### src/rtl/self_con_ctrl.sv
// self_con_ctrl -- self-convergence sequencer for BISG_TOP.
//
// Repeatedly resets and runs the BISG, converts each run's captured speed
// code into a path delay (dmax), and grows ScanNum by a doubling step until
// K_THR consecutive run-to-run deltas are <= EPS ps. It also captures the
// first signature of a sequence as golden and flags later mismatches.
//
// Optional feature macro: SELF_CON_TIMEOUT_EN
//   defined   : 24-bit watchdog over WAITLO+RUN; expiry ends the sequence
//               with o_timeout=1, o_converged=0.
//   undefined : no watchdog, o_timeout tied 0, WAITLO/RUN wait forever.
//
// Ports
//   i_clk, i_rst     clock, synchronous active-high reset
//   i_go             1-cycle start pulse (accepted only in IDLE/DONE)
//   i_over           BISG run-complete flag
//   i_scan_done      BISG signature-valid strobe (rising edge counted)
//   i_sig            BISG signature
//   i_speed          BISG captured speed code
//   o_bisg_rst_n     active-low reset to BISG_TOP
//   o_scan_num       ScanNum driven to BISG_TOP
//   o_pass           last counted signature matched golden
//   o_sig_err        sticky mismatch flag for the current sequence
//   o_dmax           delay of the last completed run, ps
//   o_run_cnt        completed runs this sequence
//   o_busy           sequence in progress (not IDLE/DONE)
//   o_converged      K_THR qualifying deltas reached (valid in DONE)
//   o_timeout        watchdog abort
//   o_dbg_state      current FSM state encoding
//
// Handshake: i_go is a level sampled each cycle and acts only in IDLE/DONE.
// A BISG run is framed by i_over: after the BISG reset is released the
// sequencer waits for i_over==0 (run started), then for i_over==1 (run
// complete); i_speed must be stable in the cycle after i_over is seen high.
// i_scan_done is counted on its rising edge and only while in RUN.
module self_con_ctrl #(
  parameter int SIG_W      = 13,
  parameter int SCAN_START = 60,
  parameter int SCAN_BASE  = 10,
  parameter int K_THR      = 8,
  parameter int EPS        = 10,
  parameter int MAX_RUNS   = 64,
  parameter int RST_CYC    = 3,
  parameter int MULT_MAX   = 64
) (
  input  logic             i_clk,
  input  logic             i_rst,
  input  logic             i_go,
  input  logic             i_over,
  input  logic             i_scan_done,
  input  logic [SIG_W-1:0] i_sig,
  input  logic [9:0]       i_speed,
  output logic             o_bisg_rst_n,
  output logic [19:0]      o_scan_num,
  output logic             o_pass,
  output logic             o_sig_err,
  output logic [13:0]      o_dmax,
  output logic [6:0]       o_run_cnt,
  output logic             o_busy,
  output logic             o_converged,
  output logic             o_timeout,
  output logic [2:0]       o_dbg_state
);

  localparam int          RC_W        = $clog2(RST_CYC + 1);
  localparam logic [RC_W-1:0] LP_RC_LAST = RC_W'(RST_CYC - 1);
  localparam logic [19:0] LP_SCAN_START = 20'(SCAN_START);
  localparam logic [20:0] LP_SCAN_BASE  = 21'(SCAN_BASE);
  localparam logic [7:0]  LP_K_THR      = 8'(K_THR);
  localparam logic [13:0] LP_EPS        = 14'(EPS);
  localparam logic [6:0]  LP_MAX_RUNS   = 7'(MAX_RUNS);
  localparam logic [7:0]  LP_MULT_MAX   = 8'(MULT_MAX);

  typedef enum logic [2:0] {
    S_IDLE, S_RSTB, S_WAITLO, S_RUN, S_EVAL, S_UPD, S_DONE
  } state_t;

  state_t          r_state;
  logic [RC_W-1:0] r_rst_cnt;
  logic            r_bisg_rst_n;
  logic [19:0]     r_scan_num;
  logic            r_pass;
  logic            r_sig_err;
  logic [13:0]     r_dmax;
  logic [13:0]     r_prev_dmax;
  logic [6:0]      r_run_cnt;
  logic            r_busy;
  logic            r_converged;
  logic [6:0]      r_mult;
  logic [7:0]      r_cnt_k;
  logic            r_golden_vld;
  logic [SIG_W-1:0] r_golden;
  logic            r_scan_done_q;

  logic            w_sd_rise;
  logic [13:0]     w_dmax_calc;
  logic            w_qualify;
  logic [7:0]      w_mult_x2;
  logic [6:0]      w_mult_next;
  logic [7:0]      w_cnt_k_next;
  logic [20:0]     w_scan_sum;
  logic [19:0]     w_scan_next;
  logic [6:0]      w_run_cnt_next;
  logic            w_wd_expire;

  assign w_sd_rise   = i_scan_done & ~r_scan_done_q;
  // Speed codes above 20 fall in the upper delay band (extra 100 ps offset).
  assign w_dmax_calc = (i_speed > 10'd20) ? 14'd1000 + 14'(i_speed) * 14'd10
                                          : 14'd900  + 14'(i_speed) * 14'd10;

  // A decrease never qualifies; the >= test guards the subtraction from wrap.
  assign w_qualify   = (r_run_cnt != 7'd0) && (r_dmax >= r_prev_dmax) &&
                       ((r_dmax - r_prev_dmax) <= LP_EPS);
  assign w_mult_x2   = {r_mult, 1'b0};
  assign w_mult_next = !w_qualify ? r_mult :
                       (w_mult_x2 > LP_MULT_MAX) ? LP_MULT_MAX[6:0] : w_mult_x2[6:0];
  // Any non-qualifying delta breaks the consecutive streak.
  assign w_cnt_k_next   = w_qualify ? r_cnt_k + 8'd1 : 8'd0;
  assign w_scan_sum     = {1'b0, r_scan_num} + 21'(w_mult_next) * LP_SCAN_BASE;
  assign w_scan_next    = (w_scan_sum > 21'h0FFFFF) ? 20'hFFFFF : w_scan_sum[19:0];
  assign w_run_cnt_next = r_run_cnt + 7'd1;

`ifdef SELF_CON_TIMEOUT_EN
  logic [23:0] r_wd;
  logic        r_timeout;
  logic        w_go_accept;
  assign w_go_accept = i_go && (r_state == S_IDLE || r_state == S_DONE);
  assign w_wd_expire = (r_wd == 24'hFFFFFF);

  // Counts only while waiting on the BISG; any other state clears it,
  // so every RSTB entry starts a fresh window.
  always_ff @(posedge i_clk) begin
    if (i_rst) begin
      r_wd      <= '0;
      r_timeout <= 1'b0;
    end else begin
      if (r_state == S_WAITLO || r_state == S_RUN) r_wd <= r_wd + 24'd1;
      else                                         r_wd <= '0;
      if (w_go_accept) r_timeout <= 1'b0;
      else if (w_wd_expire && (r_state == S_WAITLO || r_state == S_RUN))
        r_timeout <= 1'b1;
    end
  end
  assign o_timeout = r_timeout;
`else
  assign w_wd_expire = 1'b0;
  assign o_timeout   = 1'b0;
`endif

  always_ff @(posedge i_clk) begin
    if (i_rst) begin
      r_state       <= S_IDLE;
      r_rst_cnt     <= '0;
      r_bisg_rst_n  <= 1'b1;
      r_scan_num    <= LP_SCAN_START;
      r_pass        <= 1'b0;
      r_sig_err     <= 1'b0;
      r_dmax        <= '0;
      r_prev_dmax   <= '0;
      r_run_cnt     <= '0;
      r_busy        <= 1'b0;
      r_converged   <= 1'b0;
      r_mult        <= 7'd1;
      r_cnt_k       <= '0;
      r_golden_vld  <= 1'b0;
      r_golden      <= '0;
      r_scan_done_q <= 1'b0;
    end else begin
      r_scan_done_q <= i_scan_done;
      case (r_state)
        S_IDLE, S_DONE: begin
          if (i_go) begin
            r_state      <= S_RSTB;
            r_bisg_rst_n <= 1'b0;
            r_rst_cnt    <= '0;
            r_scan_num   <= LP_SCAN_START;
            r_mult       <= 7'd1;
            r_cnt_k      <= '0;
            r_run_cnt    <= '0;
            r_sig_err    <= 1'b0;
            r_golden_vld <= 1'b0;
            r_converged  <= 1'b0;
            r_busy       <= 1'b1;
          end
        end
        S_RSTB: begin
          if (r_rst_cnt == LP_RC_LAST) begin
            r_state      <= S_WAITLO;
            r_bisg_rst_n <= 1'b1;
          end else begin
            r_rst_cnt <= r_rst_cnt + 1'b1;
          end
        end
        S_WAITLO: begin
          if (w_wd_expire) begin
            r_state     <= S_DONE;
            r_busy      <= 1'b0;
            r_converged <= 1'b0;
          end else if (!i_over) begin
            r_state <= S_RUN;
          end
        end
        S_RUN: begin
          if (w_wd_expire) begin
            r_state     <= S_DONE;
            r_busy      <= 1'b0;
            r_converged <= 1'b0;
          end else if (i_over) begin
            r_state <= S_EVAL;
          end
          if (w_sd_rise) begin
            if (!r_golden_vld) begin
              r_golden     <= i_sig;
              r_golden_vld <= 1'b1;
              r_pass       <= 1'b1;
            end else begin
              r_pass <= (i_sig == r_golden);
              if (i_sig != r_golden) r_sig_err <= 1'b1;
            end
          end
        end
        S_EVAL: begin
          r_dmax  <= w_dmax_calc;
          r_state <= S_UPD;
        end
        S_UPD: begin
          r_cnt_k     <= w_cnt_k_next;
          r_mult      <= w_mult_next;
          r_prev_dmax <= r_dmax;
          r_run_cnt   <= w_run_cnt_next;
          r_scan_num  <= w_scan_next;
          if (w_cnt_k_next == LP_K_THR) begin
            r_state     <= S_DONE;
            r_busy      <= 1'b0;
            r_converged <= 1'b1;
          end else if (w_run_cnt_next == LP_MAX_RUNS) begin
            r_state     <= S_DONE;
            r_busy      <= 1'b0;
            r_converged <= 1'b0;
          end else begin
            r_state      <= S_RSTB;
            r_bisg_rst_n <= 1'b0;
            r_rst_cnt    <= '0;
          end
        end
        default: r_state <= S_IDLE;
      endcase
    end
  end

  assign o_bisg_rst_n = r_bisg_rst_n;
  assign o_scan_num   = r_scan_num;
  assign o_pass       = r_pass;
  assign o_sig_err    = r_sig_err;
  assign o_dmax       = r_dmax;
  assign o_run_cnt    = r_run_cnt;
  assign o_busy       = r_busy;
  assign o_converged  = r_converged;
  assign o_dbg_state  = r_state;

endmodule

### config.mk
export PLATFORM = sky130hd
export DESIGN_NAME = self_con_ctrl
export DESIGN_NICKNAME = d
export VERILOG_FILES = /design/src/rtl/self_con_ctrl.sv
export SDC_FILE = /design/constraint.sdc
export NUM_CORES = 1
export LEC_CHECK = 0
export ABC_AREA = 1
export CORE_ASPECT_RATIO = 0.75
export CORE_MARGIN = 8
export CORE_UTILIZATION = 33
export CTS_CLUSTER_SIZE = 16
export DETAILED_ROUTE_END_ITERATION = 16
export GPL_TIMING_DRIVEN = 0
export HOLD_SLACK_MARGIN = 0.02
export PLACE_DENSITY = 0.49
export SLEW_MARGIN = 10
export SYNTH_ARGS = -nofsm -noshare
export SYNTH_HDL_FRONTEND = slang
export SYNTH_SLANG_ARGS = --single-unit
### constraint.sdc
create_clock -name i_clk -period 5.9 [get_ports i_clk]
set_input_delay 0.59 -clock i_clk [delete_from_list [all_inputs] [get_ports i_clk]]
set_output_delay 0.59 -clock i_clk [all_outputs]
set_load 0.05 [all_outputs]
-- Word level (Yosys, flattened, before mapping)
Index checks and enable logic that the tools add are counted.
- register bits: 95
- input port bits: 28
- output and inout port bits: 50
- logic and storage cells: 115
- add/sub/neg operators: 7
- $mul: 2
- magnitude comparators: 5
- equality and inequality tests: 22
- muxes and demuxes: 43
- bitwise logic cells: 3
- reduce and logical (&&, ||, !) cells: 17
- operators with widths (operator ; count):
    2-to-1 mux 20 bit ; 2
    case mux 20 bit (2 select lines) ; 1
    adder 10 x 14 -> 14 bit (first input constant) ; 2
    2-to-1 mux 7 bit ; 4
    case mux 7 bit (2 select lines) ; 2
    adder 20 x 11 -> 21 bit ; 1
    greater-than comparator 21 x 20 -> 1 bit (second input constant) ; 1
    inequality test 2 bit (second input constant) ; 10
    2-to-1 mux 3 bit ; 6
    case mux 3 bit (6 select lines) ; 1
    2-to-1 mux 8 bit ; 2
    case mux 8 bit (2 select lines) ; 1
    AND reduction 5 bit ; 3
    greater-or-equal comparator 14 bit ; 1
    less-or-equal comparator 14 x 4 -> 1 bit (second input constant) ; 1
    2-to-1 mux 14 bit ; 1
    subtractor 14 bit ; 1
    equality test 13 bit ; 1
    multiplier 10 x 3 -> 13 bit (second input constant) ; 1
    2-to-1 mux 1 bit ; 13
    inequality test 13 bit ; 1
    greater-than comparator 10 x 5 -> 1 bit (second input constant) ; 1
    multiplier 7 x 3 -> 10 bit (second input constant) ; 1
    equality test 3 bit (second input constant) ; 3
    other kinds (25) ; 38

-- Logic depth before layout (Yosys ltp)
Gate-level depths: netlist (run 1).
- word-level depth: 9
- mapped depth: 38

-- Worst setup path after synthesis (run 1)
Ideal clock, no wire load.
- path kind: register to register
- from: register r_dmax[1], in the netlist o_dmax[1]
- to: register r_scan_num[13], in the netlist o_scan_num[13]
- library setup time: 0.132 ns
- arrival: 5.234 ns
- data required time: 5.768 ns
- path slack: 0.534 ns
- cell stages (with the launch flop): 32
- path buffers: 0
- clock period less this slack: 5.366 ns
- cell sequence: dfxtp_1 > inv_1 > ha_1 > fa_1 > inv_1 > nand2_1 > nand2_2 > nand3_1 > nand2_1 > nand3_1 > nor3_1 > nand3_1 > nor2_2 > inv_2 > o21ai_1 > inv_1 > ha_1 > ha_1 > fa_1 > a21oi_1 > o21ai_0 > xnor2_1 > inv_1 > ha_1 > a21oi_1 > a21boi_0 > o21ai_1 > nand2_1 > nor2_1 > xor2_1 > o21ai_0 > a21oi_1
- cells in the longest elaborated chain, start to end: 9
- elaborated cells on any way between the ends: 11
- classes of those cells: add/sub: 2; mul: 1; order compare: 3; mux: 3; reduce/logical: 2
- RTL lines (element ; RTL line ; RTL):
    from (decl) ; 84 ; logic [13:0] r_dmax;
    from (signal assigned) ; 223 ; r_dmax <= w_dmax_calc;
    subtractor 14 bit or greater-or-equal comparator 14 bit (tied branches) ; 113, 112 ;
    less-or-equal comparator 14 x 4 -> 1 bit or logical AND 1 bit (tied branches) ; 113, 112 ;
    logical AND 1 bit (*) ; 112 ; assign w_qualify = (r_run_cnt != 7'd0) && (r_dmax >= r_prev_dmax) &&
    2-to-1 mux 7 bit (*) ; 115 ; assign w_mult_next = !w_qualify ? r_mult :
    multiplier 7 x 3 -> 10 bit (*) ; 119 ; assign w_scan_sum = {1'b0, r_scan_num} + 21'(w_mult_next) * LP_SCAN_BASE;
    adder 20 x 11 -> 21 bit (*) ; 119 ;
    greater-than comparator 21 x 20 -> 1 bit ; 120 ; assign w_scan_next = (w_scan_sum > 21'h0FFFFF) ? 20'hFFFFF : w_scan_sum[19:0];
    2-to-1 mux 20 bit (*) ; 120 ;
    case mux 20 bit (2 select lines) (*) ; 170 ; case (r_state)
    to (signal assigned) ; 231 ; r_scan_num <= w_scan_next;
    to (decl) ; 81 ; logic [19:0] r_scan_num;
Mark *: on every way between the ends. The rest lies on a longest branch, timed or not.
A chain may end at the register's enable or synchronous reset.

-- Worst setup path in the final report (run 1)
- from: register r_dmax[1], in the netlist o_dmax[1]
- to: register r_scan_num[4], in the netlist o_scan_num[4]
Same word-level chain as after synthesis.

==> results of run 1 <==
-- registers in the layout (all words and copies together), names as in the netlist --
register and count:
o_converged 1, r_scan_done_q 1, r_golden_vld 1, r_cnt_k 8, o_busy 1, r_mult 7
o_dbg_state 3, o_pass 1, o_scan_num 20, o_dmax 13, r_golden 13, r_prev_dmax 13
r_rst_cnt 2, o_sig_err 1, o_bisg_rst_n 1, o_run_cnt 7
-- critical path, delay by kind of cell (launching register included) --
family / cells / cell delay [ps]
fa+ha+maj: 6 / 1910
simple gates: 12 / 1300
buf+inv: 5 / 450
flops: 1 / 330
compound gates: 8 / 1360
-- area by class of cell --
type	instances	area, sq um	area share (%)
buffer	27	115	1.42
clock buffer	10	239	2.95
clock inverter	6	70.1	0.864
inverter	144	553	6.82
multi-input combinational	715	4170	51.5
sequential	93	1860	23.0
tap	253	317	3.90
timing repair buffer	79	778	9.60
-- through the flow --
| step | total power (uW) | setup slack (ps) | setup TNS [ps] | instances | utilization, % |
|---|---|---|---|---|---|
| 2_1_floorplan | 1520 | 534 | 0 | 979 | - |
| 6_report | 2460 | 406 | 0 | 1327 | 41.7 |
| 4_1_cts | 2460 | 43.8 | 0 | 1322 | 40.9 |
| 5_1_grt | 2670 | -0.0377 | -0.0377 | 1327 | 41.7 |
| 3_3_place_gp | 1830 | -181 | -1800 | 1306 | 39.2 |
| 3_5_place_dp | 1830 | -154 | -1530 | 1306 | 39.2 |
-- cell families after synthesis --
group,count (synthesis),share of synthesized area [%]
AO/OA/AOI/OAI,190,15.9
XOR/XNOR,53,7.08
adder cells (fa/ha/maj),59,11.7
buffers and inverters,171,10.0
flip-flops,93,28.4
other,1,0.0572
AND/OR/NAND/NOR,411,26.9
-- power by group through the flow --
stage               Sequential, uW  Clock (uW)  Combinational (uW)
floorplan                      844           0                 673
global placement               738           0                1100
detailed placement             736           0                1100
CTS                            723         632                1110
global route                   731         656                1280
finish                         723         614                1130
-- cell usage after synthesis (3+ instances only) --
| cell | number |
|---|---|
| a21oi_1 | 92 |
| a21oi_2 | 3 |
| a31oi_1 | 4 |
| buf_2 | 5 |
| clkbuf_1 | 19 |
| dfxtp_1 | 93 |
| fa_1 | 4 |
| ha_1 | 55 |
| inv_1 | 139 |
| inv_2 | 4 |
| nand2_1 | 216 |
| nand2_2 | 6 |
| nand3_1 | 58 |
| nand3b_1 | 3 |
| nand4_1 | 13 |
| nor2_1 | 88 |
| nor2_2 | 5 |
| nor3_1 | 8 |
| o211ai_1 | 4 |
| o21ai_0 | 65 |
| o21ai_1 | 6 |
| o31ai_2 | 3 |
| or2_2 | 3 |
| xnor2_1 | 23 |
| xor2_1 | 30 |
-- layer usage --
metal	vias to the layer above	global-route usage, %
met5	-	0
met4	0	3.08
met3	13	3.40
met2	92	20.4
met1	2780	25.0
li1	3360	-
-- timing repair --
action / CTS / global route
resized for setup: 5 / 35
setup buffers: 0 / 5
endpoints found under the setup margin: 17 / 20
pin swaps: 1 / 9
-- worst paths after layout --
path | from | end | cells after the start | slack (ps)
worst min register to register | o_bisg_rst_n | o_bisg_rst_n | 2 | 450
worst max-delay path | o_dmax[1] | o_scan_num[4] | 31 | 410
worst min-delay path | o_bisg_rst_n | o_bisg_rst_n | 2 | 450
worst max register to register | o_dmax[1] | o_scan_num[4] | 31 | 410
==> results.json, run 1 <==
{
  "die_y_um": 138,
  "fin_skew_ps": 11.6,
  "critPathMaxFanout": 10,
  "final_cell_mix": "nand2_1 (215), inv_1 (139), dfxtp_1 (93), a21oi_1 (91), nor2_1 (86)",
  "first_iter_violations": 402,
  "antenna_cells": 0,
  "portBuffers": 74,
  "top_layer": "met4",
  "start_kind": "register",
  "p_int_uw": 1390,
  "status": "finished, final reports clean",
  "wl_met1_um": 10900,
  "drc": 0,
  "vias": 6245,
  "cts_root_buf": "clkbuf_16",
  "slew-limit-headroom_pct": 45.6,
  "clkSinkCount": 93,
  "dpl-instance-area_sq_um": 7620,
  "hpwl_um": 14900,
  "grt_max_degree": 17,
  "synthTopCellsByArea": "dfxtp_1 (28%), nand2_1 (12%), ha_1 (10%), inv_1 (8.0%), a21oi_1 (7.0%)",
  "ys_seq_area_share_pct": 28.4,
  "ys.flop_type": "dfxtp_1",
  "worstSkewPairLatency_ps": 350,
  "min_period_over_period_pct": 93.1,
  "synthToLayoutAreaGrowth_pct": 23.7,
  "wl_um": 18900,
  "synth_edf_count": 0,
  "yosysTopAreaCellShare_pct": 28.4,
  "vdd_ir_drop_max_mv": 0.285,
  "ys_ff_latch": 93,
  "async_flop_share_pct": 0,
  "cp.required_ps": 6130,
  "ys_types": 48,
  "floorplan.die_area_sq_um": 24700,
  "drtAntennaViolNets": 0,
  "p_seq_share_pct": 29.3,
  "pin_count": 78,
  "p_comb_share_pct": 45.7,
  "clock_path_buffers": 2,
  "die_w_um": 179,
  "cts_tree": "done",
  "initial_core_util_pct": 33.7,
  "first_pass_iters": 5,
  "coreArea_sq_um": 19400,
  "fillCellCount": 2077,
  "setup_viol": 0,
  "p_sw_uw": 1070,
  "p_leak_uw": 0.00367,
  "drive_gt1_share_pct": 7.26,
  "yosysWarnings": 0,
  "max_freq_mhz": 182,
  "maxSlewViolCount": 0,
  "power_density_nw_per_um2": 304,
  "slowest_delay_ps": 550,
  "tightest_slew_ps": 815,
  "antenna_found_initial": 0,
  "viasPerCell": 4.71,
  "synth_top_area_cell": "dfxtp_1",
  "path_class": "reg -> reg",
  "swShare_pct": 43.5,
  "hold_class": "reg -> reg",
  "post_synth.cell_area_avg_sq_um": 6.70,
  "route.met2.wl_um": 7060,
  "fin_area_sq_um": 8110,
  "p_clk_share_pct": 24.9,
  "worstPathArrival_ps": 5720,
  "grt_pass1_wl_um": 31500,
  "cap_violations": 0,
  "wl_met3_um": 742,
  "mostFrequentLayoutCell": "nand2_1",
  "holdWs_ps": 449,
  "synth_cells": 978,
  "rows": 44,
  "cts_max_level": 3,
  "post-route-min-period_ps": 5490,
  "wire_per_inst_um": 14.2,
  "cts-hold-fix-buffers": 0,
  "num-nets-final": 1156,
  "grt-ovfl-total": 0,
  "clkSlewWorstSetupHoldPaths_ps": 70,
  "grt_usage_pct": 15.7,
  "cts_made_buffers": 9,
  "syn_area_sq_um": 6560,
  "grt_pass1_vias": 5898,
  "critPathSlowestCell": "fa_2",
  "finalHoldViolCount": 0,
  "end_kind": "register",
  "place_congestion": 0.859
}
Note: power is estimated with default switching activity, not from simulation.
==> inputs of run 2 (changes only) <==
--- a/config.mk
+++ b/config.mk
@@ -11,9 +11,11 @@
 export CORE_UTILIZATION = 33
 export CTS_CLUSTER_SIZE = 16
 export DETAILED_ROUTE_END_ITERATION = 16
+export DONT_BUFFER_PORTS = 1
 export GPL_TIMING_DRIVEN = 0
 export HOLD_SLACK_MARGIN = 0.02
-export PLACE_DENSITY = 0.49
+export PLACE_DENSITY = 0.44
+export SETUP_SLACK_MARGIN = 0.1
 export SLEW_MARGIN = 10
 export SYNTH_ARGS = -nofsm -noshare
 export SYNTH_HDL_FRONTEND = slang
==> run 2 against run 1 <==
Net effect:
- combinational power is 18% lower
- non-clock buffer count is 68 lower
- core utilization shrank 2.8 points
- global-route usage hardly changed
- fmax is 0.82% higher
- worst hold slack lost 56 ps
- clock power down 3%
- die area stayed put
- critical path depth down 2
- power shrank 3.4%
- largest cell class unchanged
- largest power group unchanged
==> results.json, run 2 (same netlist as run 1, synthesis figures left out) <==
{
  "status": "finished, final reports clean",
  "cts_root_buf": "clkbuf_16",
  "place_congestion": 0.820,
  "clock_path_buffers": 2,
  "grtUsageMet3_pct": 5.14,
  "slowest_delay_ps": 690,
  "vias": 6000,
  "path_class": "reg -> reg",
  "start_kind": "register",
  "grt_pass1_vias": 5768,
  "grt-ovfl-total": 0,
  "ff_latch_area_sq_um": 1880,
  "cts-hold-fix-buffers": 0,
  "p_clk_share_pct": 25.0,
  "vdd_ir_drop_max_mv": 0.212,
  "groute.layer.met2.usage_pct": 20.8,
  "setup_viol": 0,
  "cts_tree": "done",
  "critPathMaxFanout": 10,
  "busiest_layer": "met1",
  "first_pass_iters": 5,
  "drc": 0,
  "pin_count": 78,
  "worstHoldStart": "i_scan_done",
  "finalHoldViolCount": 0,
  "wire_per_inst_um": 15.1,
  "drtAntennaViolNets": 0,
  "fin_skew_ps": 10.1,
  "clkSlewWorstSetupHoldPaths_ps": 70,
  "first_iter_violations": 407,
  "startpoint": "o_dmax[13]",
  "portBuffers": 0,
  "crit_top_cell": "nand2_1",
  "p_comb_share_pct": 39.2,
  "grt_util_met1_pct": 23.7,
  "fillCellCount": 2117,
  "coreArea_sq_um": 19400,
  "synthToLayoutAreaGrowth_pct": 15.5,
  "cp.required_ps": 6110,
  "wl_um": 19000,
  "min_period_over_period_pct": 92.4,
  "hold_class": "in -> reg",
  "critPathSlowestCell": "dfxtp_1",
  "rsz0062_at_grt": "yes",
  "end_kind": "register",
  "clkSinkCount": 93,
  "final_cell_mix": "nand2_1 (211), inv_1 (136), a21oi_1 (88), nor2_1 (86), dfxtp_1 (81)",
  "p_sw_uw": 1050,
  "num-nets-final": 1089,
  "r2r-start": "o_dmax[13]",
  "cts_max_level": 3,
  "swShare_pct": 44.1,
  "p_seq_share_pct": 35.9,
  "grt_usage_pct": 15.7,
  "largest_reg_flops": 20,
  "power_density_nw_per_um2": 314,
  "rows": 44,
  "post-route-min-period_ps": 5450,
  "cap_violations": 0,
  "path_delay_family": "compound AO/OA/AOI/OAI gates",
  "fin_area_sq_um": 7570,
  "multi_input_area_sq_um": 4320,
  "antenna_found_initial": 0,
  "tightest_slew_ps": 749,
  "viasPerCell": 4.77,
  "drive_gt1_share_pct": 11.2,
  "worstSkewPairLatency_ps": 350,
  "p_int_uw": 1330,
  "worstPathArrival_ps": 5660,
  "hpwl_um": 15000,
  "mostFrequentLayoutCell": "nand2_1",
  "worst-path-buf-inv": 5,
  "die_w_um": 179,
  "initial_core_util_pct": 33.7,
  "max_freq_mhz": 184,
  "floorplan.die_area_sq_um": 24700,
  "antenna_cells": 0,
  "utilization_pct": 39.0,
  "dpl-instance-area_sq_um": 6880,
  "maxSlewViolCount": 0,
  "p_leak_uw": 0.00345,
  "slew-limit-headroom_pct": 50.0,
  "grt_pass1_wl_um": 31400,
  "cts_made_buffers": 9,
  "grt_max_degree": 15,
  "die_y_um": 138
}
run 2: cell types whose count changed in the layout (fill, tap and decap cells not counted), sizes merged:
cell / before / now
buf: 13 / 19
clkinvlp: 3 / 0
clkdlybuf4s50: 74 / 0
inv: 144 / 142
clkbuf: 29 / 30
clkinv: 2 / 6
run 2: final cells by class:
cell class / count / share of cell area [%]
clock inverters: 4 / 0.645
repair inverters: 1 / 0.0661
inverters: 144 / 7.27
flip-flops and latches: 93 / 24.9
plain buffers: 26 / 1.45
clock buffers: 11 / 3.21
well taps: 253 / 4.18
repair buffers: 12 / 1.24
multi-input cells: 715 / 57.1
run 2: per-layer routing:
layer,part of all wire [%],up-vias
li1,-,3220
met1,55,2677
met2,38,88
met3,6.3,15
met4,0.94,0
met5,0,-
run 2: power groups by stage:
stage	clock (uW)	sequential (uW)	combinational, uW
global route	638	865	1080
CTS	618	853	901
floorplan	0	844	673
global placement	0	867	889
finish	594	853	932
detailed placement	0	867	883
run 2: stage by stage:
| step | setup TNS (ps) | total power (uW) | hold slack, ps | setup slack, ps | instances |
|---|---|---|---|---|---|
| floorplan | 0 | 1520 | 433 | 534 | 979 |
| global placement | -10470 | 1760 | 447 | -621 | 1232 |
| detailed placement | -9980 | 1750 | 450 | -614 | 1232 |
| CTS | 0 | 2370 | 382 | 103 | 1250 |
| global route | 0 | 2580 | 395 | 5.42 | 1259 |
| finish | 0 | 2380 | 392 | 451 | 1259 |
run 2: path summary, 6_finish.rpt:
check | end | slack (ps) | depth (start not counted)
setup / recovery | o_scan_num[14] | 450 | 29
hold / removal | r_scan_done_q | 390 | 2
setup reg to reg | o_scan_num[14] | 450 | 29
hold reg to reg | r_prev_dmax[9] | 460 | 2
run 2: what timing repair did:
item | 4_1_cts | 5_1_grt
pin swaps | 4 | 25
gates resized for setup | 22 | 57
setup buffers | 3 | 9
gates cloned | 0 | 1
setup endpoints to repair | 20 | 20
